## config.mk

```make
export PLATFORM = sky130hd
export DESIGN_NAME = rr_mux_arbiter
export DESIGN_NICKNAME = d
export VERILOG_FILES = /design/src/rtl/rr_mux_arbiter.sv
export SDC_FILE = /design/constraint.sdc
export NUM_CORES = 1
export LEC_CHECK = 0
export BUFFER_PORTS_ARGS = -buffer_cell sky130_fd_sc_hd__buf_2
export CAP_MARGIN = 25
export CORE_MARGIN = 4
export CORE_UTILIZATION = 46
export DETAILED_ROUTE_END_ITERATION = 10
export PLACE_DENSITY = 0.68
export SYNTH_ARGS = -nofsm -noshare
export SYNTH_HDL_FRONTEND = slang
export SYNTH_SLANG_ARGS = --single-unit
```

## constraint.sdc

```tcl
create_clock -name clk -period 1.8 [get_ports clk]
set_input_delay 0.45 -clock clk [delete_from_list [all_inputs] [get_ports clk]]
set_output_delay 0.45 -clock clk [all_outputs]
set_load 0.02 [all_outputs]
```

## src/rtl/rr_mux_arbiter.sv

```systemverilog
// rtl/rr_mux_arbiter.sv - round-robin owner arbiter for the shared 4:1 mux datapath
//
// Grants the shared 4:1 mux to one of four requesters at a time. Each
// requester holds its request for as long as it uses the mux. Owners are
// chosen in rotating order, starting at the requester after the last owner.
//
// Optional feature macro: ARB_HOLD_LIMIT_EN
//   When defined, an owner that has held the grant for MAX_HOLD cycles is
//   preempted if another request is pending. When undefined, the hold
//   counter is absent and the owner keeps the grant until it drops req.
//
// Ports:
//   clk    in   system clock; all state changes on the rising edge
//   rst    in   synchronous active-high reset
//   req    in   [3:0] request per requester (bit i = mux input i)
//   grant  out  [3:0] registered one-hot grant, zero when there is no owner
//   sel    out  [1:0] registered mux select, index of current or last owner
//   busy   out  high while any grant bit is set

module rr_mux_arbiter #(
    parameter int MAX_HOLD = 8,
    parameter int CNT_W    = 4
) (
    input  logic       clk,
    input  logic       rst,
    input  logic [3:0] req,
    output logic [3:0] grant,
    output logic [1:0] sel,
    output logic       busy
);

    if ((MAX_HOLD < 2) || (MAX_HOLD > 15) || ((1 << CNT_W) <= MAX_HOLD)) begin : g_bad_hold_cfg
        $error("rr_mux_arbiter: MAX_HOLD must be 2..15 and fit in CNT_W bits");
    end

    typedef enum logic {
        IDLE,
        GRANT
    } state_t;

    state_t     state_q, state_d;
    logic [3:0] grant_q, grant_d;
    logic [1:0] sel_q,   sel_d;
    logic [1:0] last_q,  last_d;
    logic [1:0] win;

    // First set bit of mask, scanning ptr+1, ptr+2, ptr+3, ptr (wrapping).
    function automatic logic [1:0] rr_pick(input logic [1:0] ptr, input logic [3:0] mask);
        logic [1:0] idx;
        logic [1:0] pick;
        logic       found;
        pick  = ptr;
        found = 1'b0;
        for (int k = 1; k <= 4; k++) begin
            idx = ptr + 2'(k);
            if (!found && mask[idx]) begin
                pick  = idx;
                found = 1'b1;
            end
        end
        return pick;
    endfunction

`ifdef ARB_HOLD_LIMIT_EN
    logic [CNT_W-1:0] hold_cnt_q, hold_cnt_d;
    logic             others_pending;
    assign others_pending = |(req & ~grant_q);
`endif

    always_comb begin
        state_d = state_q;
        grant_d = grant_q;
        sel_d   = sel_q;
        last_d  = last_q;
        win     = 2'd0;
`ifdef ARB_HOLD_LIMIT_EN
        hold_cnt_d = hold_cnt_q;
`endif
        case (state_q)
            IDLE: begin
                if (|req) begin
                    win     = rr_pick(last_q, req);
                    grant_d = 4'b0001 << win;
                    sel_d   = win;
                    last_d  = win;
                    state_d = GRANT;
`ifdef ARB_HOLD_LIMIT_EN
                    hold_cnt_d = '0;
`endif
                end
            end
            GRANT: begin
                // In GRANT, sel_q always names the current owner.
                if (req[sel_q]) begin
`ifdef ARB_HOLD_LIMIT_EN
                    if ((hold_cnt_q == CNT_W'(MAX_HOLD - 1)) && others_pending) begin
                        win        = rr_pick(sel_q, req & ~grant_q);
                        grant_d    = 4'b0001 << win;
                        sel_d      = win;
                        last_d     = win;
                        hold_cnt_d = '0;
                    end else if (hold_cnt_q != CNT_W'(MAX_HOLD - 1)) begin
                        hold_cnt_d = hold_cnt_q + 1'b1;
                    end
`endif
                end else if (|req) begin
                    // Owner released with others waiting: hand over on this edge.
                    win     = rr_pick(sel_q, req);
                    grant_d = 4'b0001 << win;
                    sel_d   = win;
                    last_d  = win;
`ifdef ARB_HOLD_LIMIT_EN
                    hold_cnt_d = '0;
`endif
                end else begin
                    grant_d = 4'b0000;
                    state_d = IDLE;
                end
            end
            default: begin
                state_d = IDLE;
                grant_d = 4'b0000;
            end
        endcase
    end

    always_ff @(posedge clk) begin
        if (rst) begin
            state_q <= IDLE;
            grant_q <= 4'b0000;
            sel_q   <= 2'd0;
            last_q  <= 2'd3;
`ifdef ARB_HOLD_LIMIT_EN
            hold_cnt_q <= '0;
`endif
        end else begin
            state_q <= state_d;
            grant_q <= grant_d;
            sel_q   <= sel_d;
            last_q  <= last_d;
`ifdef ARB_HOLD_LIMIT_EN
            hold_cnt_q <= hold_cnt_d;
`endif
        end
    end

    assign grant = grant_q;
    assign sel   = sel_q;
    assign busy  = |grant_q;

endmodule
```

; ---- Word level (Yosys, flattened, before mapping)
; Index checks and enable logic that the tools add are counted.
[classes]
n_lt_le_gt_ge = 8
mux = 61
n_reduce_logical = 16
eq_ne = 3
add_sub_neg = 6
n_bitwise = 1
shifts = 2
[op_table]
columns = op, n
row1 = two-way mux 2 bit, 16
row2 = two-way mux 1 bit, 31
row3 = "< comparator 2 x 3 -> 1 bit, second input constant", 8
row4 = binary-select mux 1 bit (select 2 bit), 8
row5 = two-way mux 4 bit, 3
row6 = "adder 2 bit, second input constant", 4
row7 = one-hot mux 4 bit (2 select lines), 1
row8 = OR reduction 4 bit, 2
row9 = "<< shifter 1 x 2 -> 4 bit, first input constant", 2
row10 = logical AND 1 bit, 6
row11 = zero test 1 bit, 6
row12 = "adder 2 x 1 -> 2 bit, second input constant", 2
row13 = "!= test 2 bit, second input constant", 2
row14 = one-hot mux 2 bit (2 select lines), 1
row15 = AND reduction 3 bit, 1
row16 = "!= test 2 x 1 -> 1 bit, second input constant", 1
row17 = one-hot mux 1 bit (2 select lines), 1
row18 = AND reduction 2 bit, 1
row19 = inverter 1 bit, 1
[word_totals]
register_bits = 9
input_bits = 6
out_inout_bits = 7
elab_cells = 101

; ---- Logic depth before layout (Yosys ltp)
; Gate-level depths: netlist of the first run.
[depth]
word_depth = 29
ltp_mapped = 6
depth_no_buf = 5

; ---- Worst setup path after synthesis of the first run
; OpenSTA, ideal clock, no wires.
[synth_timing]
path_type = input port to flip-flop
startpoint = input port req[3]
endpoint = register grant_q[1] (netlist: grant[1])
path_stages = 6
arrival_time_ns = 1.602
slack_ns = 0.067
n_path_buf = 1
setup_time_ns = 0.131
required_ns = 1.669
cell_sequence = or4_1 > buf_2 > nand2_2 > o21ba_4 > a221oi_2 > nor3_1
[synth_via]
elab_chain_cells = 28
elab_cells_between_ends = 72
cone_classes = eq/ne: 2 / shift: 2 / mux: 54 / reduce/logical: 14
[synth_rtl]
columns = item, line_no
row1 = "start, declared", 26  ; input logic [3:0] req,
row2 = binary-select mux 1 bit (select 2 bit), 56  ; if (!found && mask[idx]) begin
row3 = two-way mux 1 bit (not written as such), 56
row4 = two-way mux 1 bit, 56
row5 = two-way mux 1 bit, 106  ; end else if (|req) begin
row6 = two-way mux 1 bit, 94  ; if (req[sel_q]) begin
row7 = two-way mux 1 bit, 79  ; case (state_q)
row8 = zero test 1 bit, 56
row9 = logical AND 1 bit, 56
row10 = [12 not listed], n/a
row11 = two-way mux 2 bit, 56
row12 = two-way mux 2 bit, 106
row13 = two-way mux 2 bit, 94
row14 = two-way mux 2 bit, 79
row15 = << shifter 1 x 2 -> 4 bit, 109  ; grant_d = 4'b0001 << win;
row16 = two-way mux 4 bit, 106
row17 = two-way mux 4 bit, 94
row18 = one-hot mux 4 bit (2 select lines), 79
row19 = "end signal, assigned", 138  ; grant_q <= grant_d;
row20 = "end, declared", 42  ; logic [3:0] grant_q, grant_d;
; Several ways; a longest one is shown, not always the timed one. The select of a mux whose other input is x is not followed.
; A chain may end at the register's enable or synchronous reset.

; ---- Final worst setup path of the first run
[layout_timing]
startpoint = register grant_q[2] (netlist: grant[2])
endpoint = output port busy
[layout_via]
elab_chain_cells = 1
[layout_rtl]
columns = item, line_no
row1 = OR reduction 4 bit, 149  ; assign busy = |grant_q;
row2 = "end, declared", 29  ; output logic busy
; No other way between the ends.

==> results of run 1 <==
-- stage by stage --
| step | setup TNS [ns] | cell area, sq um |
|---|---|---|
| after detailed placement | -0.1618 | 799.5 |
| after CTS | 0 | 825.8 |
| after global routing | 0 | 825.8 |
| final | 0 | 825.8 |
| after global placement | -0.1200 | 799.5 |
| after floorplan | 0 | 628.1 |
-- cell type report --
cell class | count | share of cell area (%)
clock buffers | 4 | 3.182
multi-input cells | 63 | 52.27
flip-flops and latches | 9 | 21.82
repair buffers | 26 | 20.00
inverters | 1 | 0.4545
well taps | 15 | 2.273
-- cell usage after synthesis (all sizes together) (2+ instances only) --
| cell type | n | area (sq um) |
|---|---|---|
| and3b | 2 | 17.52 |
| o21a | 3 | 22.52 |
| nand2 | 7 | 28.78 |
| nor2 | 4 | 15.01 |
| a21o | 3 | 22.52 |
| or4 | 2 | 15.01 |
| a21oi | 5 | 25.02 |
| nand3b | 2 | 15.01 |
| dfxtp | 9 | 180.2 |
| nand2b | 7 | 43.79 |
| a221oi | 4 | 47.55 |
| o21ai | 4 | 23.77 |
| nor2b | 2 | 12.51 |
| nor3 | 8 | 40.04 |
| buf | 2 | 8.750 |
-- where the power goes --
part / internal, mW / switching [mW]
sequential: 0.230 / 0.0366
clock: 0.0851 / 0.0654
combinational: 0.153 / 0.171
total: 0.468 / 0.273
-- layout by cell type, fill, tap and decap left out --
cell,instances
a31oi_1,1
inv_1,1
dfxtp_1,9
a21o_1,3
a211o_1,1
nand3b_1,2
mux4_2,1
o21ai_0,3
o2111ai_1,1
clkbuf_1,1
a221oi_2,2
o21a_1,3
nand2b_1,7
a221oi_1,2
nand2_1,6
o31ai_1,1
or3_1,1
buf_4,14
o21ba_4,1
and3b_1,2
nor2b_1,2
nor2_1,4
o21ai_2,1
clkbuf_4,3
and4b_1,1
nor3_1,8
a31o_2,1
or4_1,2
a211oi_1,1
a21oi_1,5
buf_2,12
nand2_2,1
-- cells by family (layout without fill, tap and decap cells) --
group,after synthesis,count (layout),share of synthesized area [%]
buf+inv,4,31,2.587
mux,1,1,3.585
simple gates,36,36,32.47
flops,9,9,28.68
compound gates,26,26,32.67
-- registers in the layout, summed over array words and instances (netlist names) --
signal   count
last_q       2
sel          2
state_q      1
grant        4
-- metal layers --
metal / vias up / track usage [%] / part of all wire (%)
met2: 18 / 28.25 / 48
met5: - / 0 / 0
met4: 0 / 5.263 / 0
met1: 305 / 25.92 / 46
met3: 0 / 4.781 / 5.2
li1: 343 / - / -
-- worst max path at each step --
stage | end | start | slack (ns)
after floorplan | grant[1]$_SDFFE_PP0P_ | req[3] | 0.07
after global placement | grant[1]$_SDFFE_PP0P_ | req[3] | -0.05
after detailed placement | grant[1]$_SDFFE_PP0P_ | req[3] | -0.05
after CTS | busy | grant[2]$_SDFFE_PP0P_ | 0.07
after global routing | busy | grant[2]$_SDFFE_PP0P_ | 0.03
final | busy | grant[2]$_SDFFE_PP0P_ | 0.08
==> metrics.txt, run 1 <==
# TYPE chip_impl_metric gauge
chip_impl_info{name="outcome",value="finished, final reports clean"} 1
chip_impl_metric{name="standard_cell_rows",unit=""} 13
chip_impl_metric{name="core_area",unit="sq mm"} 0.001301
chip_impl_metric{name="later_pin_clock_latency_in_the_skew_report",unit="ns"} 0.25
chip_impl_info{name="critical_path.reg2reg.startpoint",value="sel[1]$_SDFFE_PP0P_"} 1
chip_impl_metric{name="ctsLongestPathBuffers",unit=""} 2
chip_impl_metric{name="proportion_of_synthesized_flip_flops_having_asynchronous_set_or_reset",unit="%"} 0
chip_impl_metric{name="drtAntennaViolNets",unit=""} 0
chip_impl_metric{name="synthesis.instances",unit=""} 76
chip_impl_metric{name="drt-pass1-iter-count",unit=""} 4
chip_impl_info{name="worstHoldStart",value="rst"} 1
chip_impl_metric{name="ys_ff_latch",unit=""} 9
chip_impl_metric{name="finalHoldWorstSlack",unit="ns"} 0.4857
chip_impl_metric{name="finish.net_count",unit=""} 110
chip_impl_metric{name="globalRouteOverflowTotal",unit=""} 0
chip_impl_metric{name="io_buffers",unit=""} 12
chip_impl_metric{name="post-cts-setup-buffers",unit=""} 0
chip_impl_info{name="r2r_end",value="grant[3]$_SDFFE_PP0P_"} 1
chip_impl_metric{name="timing.max_cap.violations",unit=""} 0
chip_impl_metric{name="placement.setup.worst_slack",unit="ns"} -0.05305
chip_impl_info{name="crit_path_cell_trace",value="or4_1 -> buf_2"} 1
chip_impl_metric{name="cp_num_cells",unit=""} 2
chip_impl_metric{name="design.die.area",unit="sq mm"} 0.002021
chip_impl_metric{name="worst_path_largest_cell_delay",unit="ns"} 0.52
chip_impl_metric{name="power.static_leakage",unit="nW"} 0.3751
chip_impl_info{name="min_delay_worst_type",value="input port to flip-flop"} 1
chip_impl_metric{name="synth_area",unit="sq um"} 628.1
chip_impl_metric{name="vdd_ir_drop_max",unit="mV"} 0.4491
chip_impl_metric{name="cts.hold.buffers_added",unit=""} 0
chip_impl_metric{name="finalCoreUtilization",unit="%"} 63.46
chip_impl_metric{name="vias_in_the_first_global_route",unit=""} 604
chip_impl_metric{name="place_hpwl",unit="mm"} 1.271
chip_impl_metric{name="timing.critical_path.arrival",unit="ns"} 1.27
chip_impl_metric{name="yosysWarnings",unit=""} 0
chip_impl_info{name="clk_root_buffer_cell",value="clkbuf_4"} 1
chip_impl_metric{name="post-place-cells",unit=""} 114
chip_impl_metric{name="path_max_fanout",unit=""} 3
chip_impl_metric{name="area.sequential",unit="sq um"} 180.2
chip_impl_metric{name="gp_congestion",unit=""} 0.8060
chip_impl_metric{name="distinct_cell_type_count_of_the_synthesized_netlist",unit=""} 31
chip_impl_metric{name="worstRegToRegCells",unit=""} 5
chip_impl_info{name="worst_hold_path.endpoint",value="sel[1]$_SDFFE_PP0P_"} 1
chip_impl_metric{name="layout-drive-gt1-share",unit="%"} 34.95
chip_impl_metric{name="timing.clock.skew",unit="ns"} 0.003467
chip_impl_info{name="rsz_0062_raised_after_global_routing",value="no"} 1
chip_impl_metric{name="drc",unit=""} 0
chip_impl_metric{name="viasPerCell",unit=""} 5.644
chip_impl_metric{name="antenna_found_initial",unit=""} 0
chip_impl_info{name="cpMaxStageDelayCell",value="or4_1"} 1
chip_impl_metric{name="tritoncts.num_buffers",unit=""} 3
chip_impl_metric{name="totalPowerFinal",unit="uW"} 741.1
chip_impl_metric{name="postRouteWirelength",unit="mm"} 1.621
chip_impl_metric{name="finalCritPeriodShare",unit="%"} 95.64
chip_impl_info{name="worstSetupEndpointType",value="primary output"} 1
chip_impl_metric{name="reg2reg_slack",unit="ns"} 0.24
chip_impl_metric{name="timing.final.crit_period",unit="ns"} 1.722
chip_impl_metric{name="synth_sequential_area_ratio",unit="%"} 28.69
chip_impl_info{name="crit_path_start_kind",value="flip-flop"} 1
chip_impl_metric{name="drt-initial-drc-count",unit=""} 23
chip_impl_metric{name="final-hold-violation-count",unit=""} 0
chip_impl_metric{name="total_area_of_multi_input_combinational_cells",unit="sq um"} 431.7
chip_impl_metric{name="cts_repair_resize_count",unit=""} 0
chip_impl_metric{name="hold_depth",unit=""} 2
chip_impl_metric{name="setup-violations-final",unit=""} 0
chip_impl_metric{name="worst_ep_required_time",unit="ns"} 1.35
chip_impl_metric{name="worst-path-buf-inv",unit=""} 1
chip_impl_metric{name="largest_net_degree_at_the_start_of_global_routing",unit=""} 11
chip_impl_metric{name="fmaxAchievable",unit="GHz"} 0.5809
chip_impl_info{name="critPathKind",value="flip-flop to primary output"} 1
chip_impl_metric{name="slew_headroom",unit="%"} 79.12
chip_impl_metric{name="ctsHtreeMaxLevel",unit=""} 1
chip_impl_metric{name="synth_edf_count",unit=""} 0
chip_impl_metric{name="finalWorstSetupSlack",unit="ns"} 0.07847
chip_impl_metric{name="antenna_cells",unit=""} 0
chip_impl_metric{name="vias",unit=""} 666
chip_impl_metric{name="stdcell_count",unit=""} 118
chip_impl_metric{name="timing.final.max_slew_violations",unit=""} 0
chip_impl_metric{name="area.growth.synth_to_final",unit="%"} 31.47
chip_impl_info{name="cp_top_family",value="simple AND/OR/NAND/NOR gates"} 1
chip_impl_metric{name="fill_cell_total_of_the_finished_layout",unit=""} 131
chip_impl_metric{name="synthesis.nets",unit=""} 82
chip_impl_metric{name="die_w",unit="um"} 44.95
chip_impl_metric{name="die_h",unit="um"} 44.95
chip_impl_metric{name="start_util",unit="%"} 48.27
chip_impl_info{name="tritoncts",value="yes"} 1
chip_impl_metric{name="boundaryPins",unit=""} 13
chip_impl_metric{name="grt_pass1_wl",unit="mm"} 2.746
chip_impl_metric{name="clkSinkCount",unit=""} 9
chip_impl_metric{name="clkTransAtPathRegs",unit="ns"} 0.06
chip_impl_metric{name="timing_worst_slew_pin_value",unit="ns"} 0.3128
chip_impl_metric{name="syn_avg_cell_area",unit="sq um"} 8.265
chip_impl_metric{name="route.detailed.wl_per_inst",unit="um"} 13.74
chip_impl_metric{name="grtUsageTotal",unit="%"} 18.61
chip_impl_metric{name="p_per_area",unit="mW/mm^2"} 897.4
chip_impl_info{name="synth_ff_type",value="dfxtp_1"} 1
Power figures use the tool's default switching activity.
==> run 2: changes to the inputs <==
RECOVER_POWER = 100   (was not set)
==> metrics.txt, run 2 (synthesized netlist as in run 1, its figures left out) <==
# TYPE chip_impl_metric gauge
chip_impl_metric{name="tritoncts.num_buffers",unit=""} 3
chip_impl_metric{name="grt_pass1_wl",unit="mm"} 2.746
chip_impl_info{name="crit_path_start_kind",value="flip-flop"} 1
chip_impl_info{name="rsz_0062_raised_after_global_routing",value="no"} 1
chip_impl_metric{name="grtUsageTotal",unit="%"} 18.61
chip_impl_metric{name="drtAntennaViolNets",unit=""} 0
chip_impl_metric{name="die_h",unit="um"} 44.95
chip_impl_metric{name="worst_path_largest_cell_delay",unit="ns"} 0.53
chip_impl_metric{name="worst-path-buf-inv",unit=""} 1
chip_impl_metric{name="drt-initial-drc-count",unit=""} 24
chip_impl_metric{name="cts.hold.buffers_added",unit=""} 0
chip_impl_metric{name="clkTransAtPathRegs",unit="ns"} 0.06
chip_impl_metric{name="later_pin_clock_latency_in_the_skew_report",unit="ns"} 0.26
chip_impl_metric{name="largest_reg_flops",unit=""} 4
chip_impl_metric{name="post-place-cells",unit=""} 114
chip_impl_metric{name="core_area",unit="sq mm"} 0.001301
chip_impl_metric{name="worst_ep_required_time",unit="ns"} 1.35
chip_impl_metric{name="slew_headroom",unit="%"} 79.44
chip_impl_metric{name="start_util",unit="%"} 48.27
chip_impl_metric{name="postRouteWirelength",unit="mm"} 1.603
chip_impl_metric{name="timing_worst_slew_pin_value",unit="ns"} 0.3070
chip_impl_info{name="tritoncts",value="yes"} 1
chip_impl_info{name="clk_root_buffer_cell",value="clkbuf_4"} 1
chip_impl_metric{name="finalCritPeriodShare",unit="%"} 95.96
chip_impl_info{name="worstSetupEndpointType",value="primary output"} 1
chip_impl_metric{name="timing.final.crit_period",unit="ns"} 1.727
chip_impl_metric{name="clkSinkCount",unit=""} 9
chip_impl_metric{name="stdcell_count",unit=""} 118
chip_impl_metric{name="post-cts-setup-buffers",unit=""} 0
chip_impl_metric{name="die_w",unit="um"} 44.95
chip_impl_metric{name="gp_congestion",unit=""} 0.8060
chip_impl_metric{name="placement.setup.worst_slack",unit="ns"} -0.05305
chip_impl_metric{name="stdcell_area",unit="sq um"} 813.3
chip_impl_metric{name="setup-violations-final",unit=""} 0
chip_impl_info{name="cp_top_family",value="simple AND/OR/NAND/NOR gates"} 1
chip_impl_metric{name="standard_cell_rows",unit=""} 13
chip_impl_metric{name="setup_tns",unit="ns"} 0
chip_impl_info{name="outcome",value="finished, final reports clean"} 1
chip_impl_metric{name="drt-pass1-iter-count",unit=""} 4
chip_impl_metric{name="route.detailed.wl_per_inst",unit="um"} 13.58
chip_impl_metric{name="final-hold-violation-count",unit=""} 0
chip_impl_metric{name="antenna_cells",unit=""} 0
chip_impl_metric{name="post_dp_cell_area",unit="sq um"} 799.5
chip_impl_metric{name="vdd_ir_drop_max",unit="mV"} 0.4490
chip_impl_metric{name="viasPerCell",unit=""} 5.644
chip_impl_metric{name="drc",unit=""} 0
chip_impl_info{name="crit_path_cell_trace",value="or4_1 -> clkbuf_2"} 1
chip_impl_info{name="critPathKind",value="flip-flop to primary output"} 1
chip_impl_metric{name="vias",unit=""} 666
chip_impl_metric{name="total_area_of_multi_input_combinational_cells",unit="sq um"} 431.7
chip_impl_metric{name="area.growth.synth_to_final",unit="%"} 29.48
chip_impl_metric{name="vias_in_the_first_global_route",unit=""} 604
chip_impl_metric{name="path_max_fanout",unit=""} 3
chip_impl_metric{name="layout-drive-gt1-share",unit="%"} 27.18
chip_impl_metric{name="reg2reg_slack",unit="ns"} 0.23
chip_impl_metric{name="p_per_area",unit="mW/mm^2"} 905.6
chip_impl_metric{name="io_buffers",unit=""} 12
chip_impl_info{name="final_cell_mix",value="buf_4 (12), clkbuf_1 (9), dfxtp_1 (9), nor3_1 (8), nand2b_1 (7)"} 1
chip_impl_metric{name="finish.net_count",unit=""} 110
chip_impl_info{name="cpMaxStageDelayCell",value="or4_1"} 1
chip_impl_metric{name="antenna_found_initial",unit=""} 0
chip_impl_metric{name="timing.final.max_slew_violations",unit=""} 0
chip_impl_metric{name="boundaryPins",unit=""} 13
chip_impl_metric{name="totalPowerFinal",unit="uW"} 736.5
chip_impl_metric{name="area.sequential",unit="sq um"} 180.2
chip_impl_metric{name="fmaxAchievable",unit="GHz"} 0.5790
chip_impl_metric{name="cts_repair_resize_count",unit=""} 0
chip_impl_metric{name="fill_cell_total_of_the_finished_layout",unit=""} 138
chip_impl_metric{name="power.static_leakage",unit="nW"} 0.3467
chip_impl_metric{name="design.die.area",unit="sq mm"} 0.002021
chip_impl_info{name="final_common_cell",value="buf_4"} 1
chip_impl_metric{name="timing.max_cap.violations",unit=""} 0
chip_impl_metric{name="globalRouteOverflowTotal",unit=""} 0
chip_impl_metric{name="ctsLongestPathBuffers",unit=""} 2
chip_impl_info{name="min_delay_worst_type",value="input port to flip-flop"} 1
chip_impl_metric{name="place_hpwl",unit="mm"} 1.271
chip_impl_metric{name="finalWorstSetupSlack",unit="ns"} 0.07275
chip_impl_metric{name="timing.critical_path.arrival",unit="ns"} 1.28
chip_impl_metric{name="largest_net_degree_at_the_start_of_global_routing",unit=""} 11
chip_impl_metric{name="ctsHtreeMaxLevel",unit=""} 1
chip_impl_metric{name="timing.clock.skew",unit="ns"} 0.006394
==> run 2: final timing paths <==
| kind | startpoint | to | cells after the start |
|---|---|---|---|
| worst min-delay path | rst | sel[1]$_SDFFE_PP0P_ | 2 |
| worst max register to register | sel[0]$_SDFFE_PP0P_ | grant[2]$_SDFFE_PP0P_ | 6 |
| worst max-delay path | grant[2]$_SDFFE_PP0P_ | busy | 2 |
| worst min register to register | grant[3]$_SDFFE_PP0P_ | grant[3]$_SDFFE_PP0P_ | 2 |
==> run 2: routing by layer <==
layer / GRT usage (%) / part of all wire [%] / vias up
met5: 0 / 0 / -
met4: 5.263 / 0.56 / 0
met3: 4.781 / 5.0 / 2
met2: 28.25 / 49 / 19
met1: 25.92 / 45 / 303
li1: - / - / 342
==> run 2: where the power goes <==
group | switching [mW] | internal [mW]
clock | 0.0675 | 0.0853
combinational | 0.171 | 0.146
sequential | 0.0370 | 0.230
total | 0.275 | 0.461
==> run 2: layout make-up <==
type                    count  share of cell area, %
clock buffers               4                  3.231
inverters                   1                 0.4615
multi-input cells          63                  53.08
flip-flops and latches      9                  22.15
well taps                  15                  2.308
repair buffers             26                  18.77
==> run 2: metrics by stage <==
step | util (%) | hold slack (ns)
after floorplan | - | 0.4969
after global placement | 61.44 | 0.4911
after detailed placement | 61.44 | 0.4925
after CTS | 63.46 | 0.4732
after global routing | 62.50 | 0.4835
final | 62.50 | 0.4859
